$ cat src/rtl/aes_gate_pkg.sv
// Shared lane function and mode encoding for the pipelined AOI22 gate slice.
// The bit form is used by the RTL; the vector form serves any caller up to LANE_MAX_W lanes.
package aes_gate_pkg;

  localparam logic MODE_AOI   = 1'b0;
  localparam logic MODE_AO    = 1'b1;
  localparam int   LANE_MAX_W = 32;

  // With B = ~g on both B inputs the B-term collapses to ~g.
  function automatic logic aoi22_bit(input logic a1, input logic a2,
                                     input logic g, input logic mode);
    logic f;
    f = (a1 & a2) | ~g;
    return (mode == MODE_AO) ? f : ~f;
  endfunction

  function automatic logic [LANE_MAX_W-1:0] aoi22_lane(input logic [LANE_MAX_W-1:0] a1,
                                                       input logic [LANE_MAX_W-1:0] a2,
                                                       input logic [LANE_MAX_W-1:0] g,
                                                       input logic                  mode);
    logic [LANE_MAX_W-1:0] f;
    f = (a1 & a2) | ~g;
    return (mode == MODE_AO) ? f : ~f;
  endfunction

endpackage

$ cat src/rtl/aoi22_lane_pipe_stage.sv
// One elastic pipeline register: holds a valid bit and a result word.
// up_free is combinational from dn_free so a stalled head still lets bubbles collapse.
module aoi22_pipe_stage #(
  parameter int WIDTH = 8
) (
  input  logic             clk,
  input  logic             rst,
  input  logic             up_valid,
  input  logic [WIDTH-1:0] up_data,
  input  logic             dn_free,
  output logic             up_free,
  output logic             valid,
  output logic [WIDTH-1:0] data
);

  logic             valid_q, valid_d;
  logic [WIDTH-1:0] data_q,  data_d;

  always_comb begin
    up_free = ~valid_q | dn_free;
    valid_d = valid_q;
    data_d  = data_q;
    if (up_free) begin
      valid_d = up_valid;
      // Data only moves with a real transaction; empty slots keep stale data.
      if (up_valid) begin
        data_d = up_data;
      end
    end
  end

  always_ff @(posedge clk) begin
    if (rst) begin
      valid_q <= 1'b0;
      data_q  <= '0;
    end else begin
      valid_q <= valid_d;
      data_q  <= data_d;
    end
  end

  assign valid = valid_q;
  assign data  = data_q;

endmodule

$ cat src/rtl/aoi22_lane_pipe.sv
// WIDTH-lane AOI22 (B = ~g) evaluated at capture, carried through a STAGES-deep
// elastic valid/ready pipeline with an occupancy counter.
module aoi22_lane_pipe
  import aes_gate_pkg::*;
#(
  parameter int WIDTH  = 8,
  parameter int STAGES = 2,
  parameter int OCC_W  = $clog2(STAGES + 1)
) (
  input  logic             clk,
  input  logic             rst,
  input  logic             in_valid,
  output logic             in_ready,
  input  logic [WIDTH-1:0] in_a1,
  input  logic [WIDTH-1:0] in_a2,
  input  logic [WIDTH-1:0] in_g,
  input  logic             in_mode,
  output logic             out_valid,
  input  logic             out_ready,
  output logic [WIDTH-1:0] out_y,
  output logic [OCC_W-1:0] occupancy
);

  logic [WIDTH-1:0]  lane_res;
  logic [STAGES-1:0] st_valid;
  logic [STAGES-1:0] st_free;
  logic [WIDTH-1:0]  st_data [STAGES];
  logic              in_fire;
  logic              out_fire;
  logic [OCC_W-1:0]  occ_q, occ_d;

  always_comb begin
    lane_res = '0;
    for (int i = 0; i < WIDTH; i++) begin
      lane_res[i] = aoi22_bit(in_a1[i], in_a2[i], in_g[i], in_mode);
    end
  end

  for (genvar i = 0; i < STAGES; i++) begin : g_stage
    logic             up_v;
    logic [WIDTH-1:0] up_d;
    logic             dn_f;

    if (i == 0) begin : g_first
      assign up_v = in_valid;
      assign up_d = lane_res;
    end else begin : g_mid
      assign up_v = st_valid[i-1];
      assign up_d = st_data[i-1];
    end

    if (i == STAGES - 1) begin : g_head
      assign dn_f = out_ready;
    end else begin : g_body
      assign dn_f = st_free[i+1];
    end

    aoi22_pipe_stage #(.WIDTH(WIDTH)) u_stage (
      .clk      (clk),
      .rst      (rst),
      .up_valid (up_v),
      .up_data  (up_d),
      .dn_free  (dn_f),
      .up_free  (st_free[i]),
      .valid    (st_valid[i]),
      .data     (st_data[i])
    );
  end

  assign in_ready  = st_free[0];
  assign out_valid = st_valid[STAGES-1];
  assign out_y     = st_data[STAGES-1];

  assign in_fire  = in_valid & in_ready;
  assign out_fire = out_valid & out_ready;

  always_comb begin
    occ_d = occ_q;
    if (in_fire && !out_fire) begin
      occ_d = occ_q + OCC_W'(1);
    end else if (!in_fire && out_fire) begin
      occ_d = occ_q - OCC_W'(1);
    end
  end

  always_ff @(posedge clk) begin
    if (rst) begin
      occ_q <= '0;
    end else begin
      occ_q <= occ_d;
    end
  end

  assign occupancy = occ_q;

endmodule

$ cat config.mk
export PLATFORM = sky130hd
export DESIGN_NAME = aoi22_lane_pipe
export DESIGN_NICKNAME = d
export VERILOG_FILES = /design/src/rtl/aes_gate_pkg.sv /design/src/rtl/aoi22_lane_pipe_stage.sv /design/src/rtl/aoi22_lane_pipe.sv
export SDC_FILE = /design/constraint.sdc
export NUM_CORES = 1
export LEC_CHECK = 0
export ABC_AREA = 1
export CORE_AREA = 2 2 54 56
export CTS_CLUSTER_SIZE = 25
export DETAILED_ROUTE_END_ITERATION = 16
export DIE_AREA = 0 0 56 58
export PLACE_DENSITY_LB_ADDON = 0.05
export SLEW_MARGIN = 20
export SYNTH_ARGS = -nofsm -noshare
export SYNTH_HDL_FRONTEND = slang
export SYNTH_HIERARCHICAL = 1
export SYNTH_SLANG_ARGS = --single-unit
$ cat constraint.sdc
create_clock -name clk -period 3.46 [get_ports clk]
set_clock_uncertainty 0.2 [all_clocks]
set_input_delay 0.519 -clock clk [delete_from_list [all_inputs] [get_ports clk]]
set_output_delay 0.519 -clock clk [all_outputs]
set_load 0.02 [all_outputs]
==> run_results.csv <==
group,metric,value,unit
worst_setup_path,cp-end-kind,"primary output",
floorplanning,num_rows,19,
yosys,synth_nets,190,
grt,grt-ovfl-total,0,
grt,grt_pass1_wl,3640,um
floorplanning,start_util,45.4,%
worst_setup_path,slowest_stage,"clkdlybuf4s50_1",
floorplanning,pin_count,41,
drt,first_pass_iters,3,
cts,clk_path_buf_depth,2,
cts,ctsHoldBuffers,0,
cts,cts-root-buf,"clkbuf_4",
grt,grt_util_met3,2.01,%
cts,clk_latency,0.30,ns
cts,post-cts-setup-buffer-count,0,
sta,setup_viol,0,
drt,drc,0,
yosys,seq_area_frac_synth,33.1,%
drt,wire_per_inst,8.31,um
power,leakage,0.755,nW
cts,clk_pin_slew_worst_paths,0.11,ns
worst_setup_path,cp_top_family,"buffers and inverters",
sta,tns,0,ns
worst_setup_path,crit_fanout,19,
outcome,outcome,"completed",
power,p_comb_share,25.1,%
worst_setup_path,startpoint_type,"primary input",
yosys,netlist_area,1210,um^2
grt,grt_usage,13.9,%
grt,grt.busiest_layer,"met2",
power,powerDensity,374,nW/um^2
grt,grt_max_degree,20,
placed_design,io_buffers,40,
placed_design,post-dp-hpwl,1560,um
grt,met1_usage,16.1,%
grt,gr-usage-met2,24.0,%
sta,fin_ws,0.542,ns
drt,detail_route.wirelength,1920,um
sta,slew_headroom,74.2,%
sta,worst_pin_slew,0.385,ns
sta,maxSlewViolCount,0,
cts,cts_inserted_buffers,3,
sta,fin_crit,2.92,ns
power,sw_frac_of_total,25.9,%
worst_setup_path,worst-path-buf-inv,4,
drt,detail-route-antenna-nets,0,
cells_and_area,syn_to_final_growth,33.4,%
yosys,ys.warnings.count,6,
sta,fin_crit_sh,84.3,%
yosys,netlist-cell-type-count,18,
cells_and_area,antennaDiodeCount,0,
power,irDropWorstVdd,277,uV
placed_design,gp_congestion,0.674,
cts,cts_sinks,20,
grt,first_global_vias,896,
grt,antenna_found_initial,0,
cells_and_area,final_common_cell,"clkdlybuf4s50_1",
worst_setup_path,crit_path_cell_trace,"clkdlybuf4s50_1 > inv_2 > nand2_4 > inv_2 > nand2_4 > clkdlybuf4s50_1",
worst_setup_path,worstPathArrival,2.20,ns
sta,rsz0062_at_grt,"no",
drt,vias,1015,
worst_setup_path,crit_required,2.74,ns
power,p_sw,0.156,mW
sta,max_clock_freq,343,MHz
yosys,synth_seq_cells,20,
floorplanning,die_w,56,um
power,seqPwrFrac,43.4,%
worst_setup_path,critPathKind,"in2out",
power,internal_power,0.447,mW
min_path,hold_path_class,"reg2reg",
floorplanning,die_h,58,um
yosys,syn_area_per_cell,7.55,um^2
drt,vias_per_cell,4.39,
cts,htree_levels,1,
cts,cts_resized,0,
cts,cts_tree,"built",
run,drv_cap,0,
cells_and_area,fin_nets,231,
drt,drt_iter0_drc,15,
floorplanning,core_area,2660,um^2
cells_and_area,final_cell_mix,"clkdlybuf4s50_1 (40), nand2_1 (37), inv_1 (22), dfxtp_1 (20), a21oi_2 (18)",
sta,hold_viol,0,
sta,holdWs,0.296,ns
worst_setup_path,critPathMaxStageDelay,0.66,ns
power,clockPowerShare,31.4,%
floorplanning,die-area,3250,um^2
placed_design,place_ws,0.540,ns
cells_and_area,drive_gt1_share,18.5,%
yosys,synthesis.instances,160,
## cell usage after synthesis (all sizes together)
cell	instances	area, um^2
nand2	40	168
inv	28	105
dfxtp	20	400
a21oi	19	163
nand3	17	95.1
nor2	17	63.8
xor2	8	70.1
buf	6	103
clkinv	2	17.5
ha	1	12.5
nand4	1	6.26
o21ai	1	5.00
## power groups by stage
stage | registers [mW] | logic [mW] | clock network [mW]
floorplan | 0.279 | 0.0872 | 0
global placement | 0.267 | 0.150 | 0
detailed placement | 0.268 | 0.153 | 0
CTS | 0.262 | 0.154 | 0.197
global route | 0.265 | 0.171 | 0.205
finish | 0.262 | 0.151 | 0.190
## sequential cells by signal (all words and copies together), names as in the netlist
| name | cells |
|---|---|
| occupancy | 2 |
| g_stage.u_stage/data | 16 |
| g_stage.u_stage/valid | 2 |
## tightest hold or removal path: stages (launching register included)
cell,delay (ns)
dfxtp_1,0.33
a21oi_2,0.09
nor2_1,0.05
## through the flow
stage	util (%)	total power, mW	std cells	instance area, um^2
global route	60.6	0.642	231	1610
CTS	60.6	0.613	231	1610
global placement	58.6	0.417	227	1560
floorplan	-	0.366	160	1210
finish	60.6	0.603	231	1610
detailed placement	58.6	0.421	227	1560
## final cells by class
class	count	area (um^2)
Timing Repair Buffer	42	415
Sequential cell	20	400
Fill cell	282	1050
Clock buffer	3	22.5
Multi-Input combinational cell	104	583
Clock inverter	1	30.0
Tap cell	31	38.8
Inverter	30	123
## layer usage
layer | routed length [um] | vias up
li1 | - | 569
met1 | 774 | 405
met2 | 945 | 37
met3 | 145 | 4
met4 | 54 | 0
met5 | 0 | -
## path summary, 6_finish.rpt
| path | slack [ns] | start | endpoint | cells after the start |
|---|---|---|---|---|
| setup / recovery | 0.54 | out_ready | in_ready | 6 |
| hold / removal | 0.30 | g_stage[0].u_stage/data[7]$_SDFFE_PP0P_ | g_stage[0].u_stage/data[7]$_SDFFE_PP0P_ | 2 |
| setup reg to reg | 1.53 | g_stage[1].u_stage/valid$_SDFFE_PP0P_ | occupancy[1]$_SDFFE_PP0P_ | 11 |
| hold reg to reg | 0.30 | g_stage[0].u_stage/data[7]$_SDFFE_PP0P_ | g_stage[0].u_stage/data[7]$_SDFFE_PP0P_ | 2 |
## logic make-up (layout without fill, tap and decap cells)
family | Yosys count | after routing | synth area share (%)
compound gates | 20 | 20 | 13.9
xor+xnor | 8 | 8 | 5.80
fa+ha+maj | 1 | 1 | 1.04
buf+inv | 36 | 76 | 18.6
flops | 20 | 20 | 33.1
simple gates | 75 | 75 | 27.5
Power figures use the tool's default switching activity.
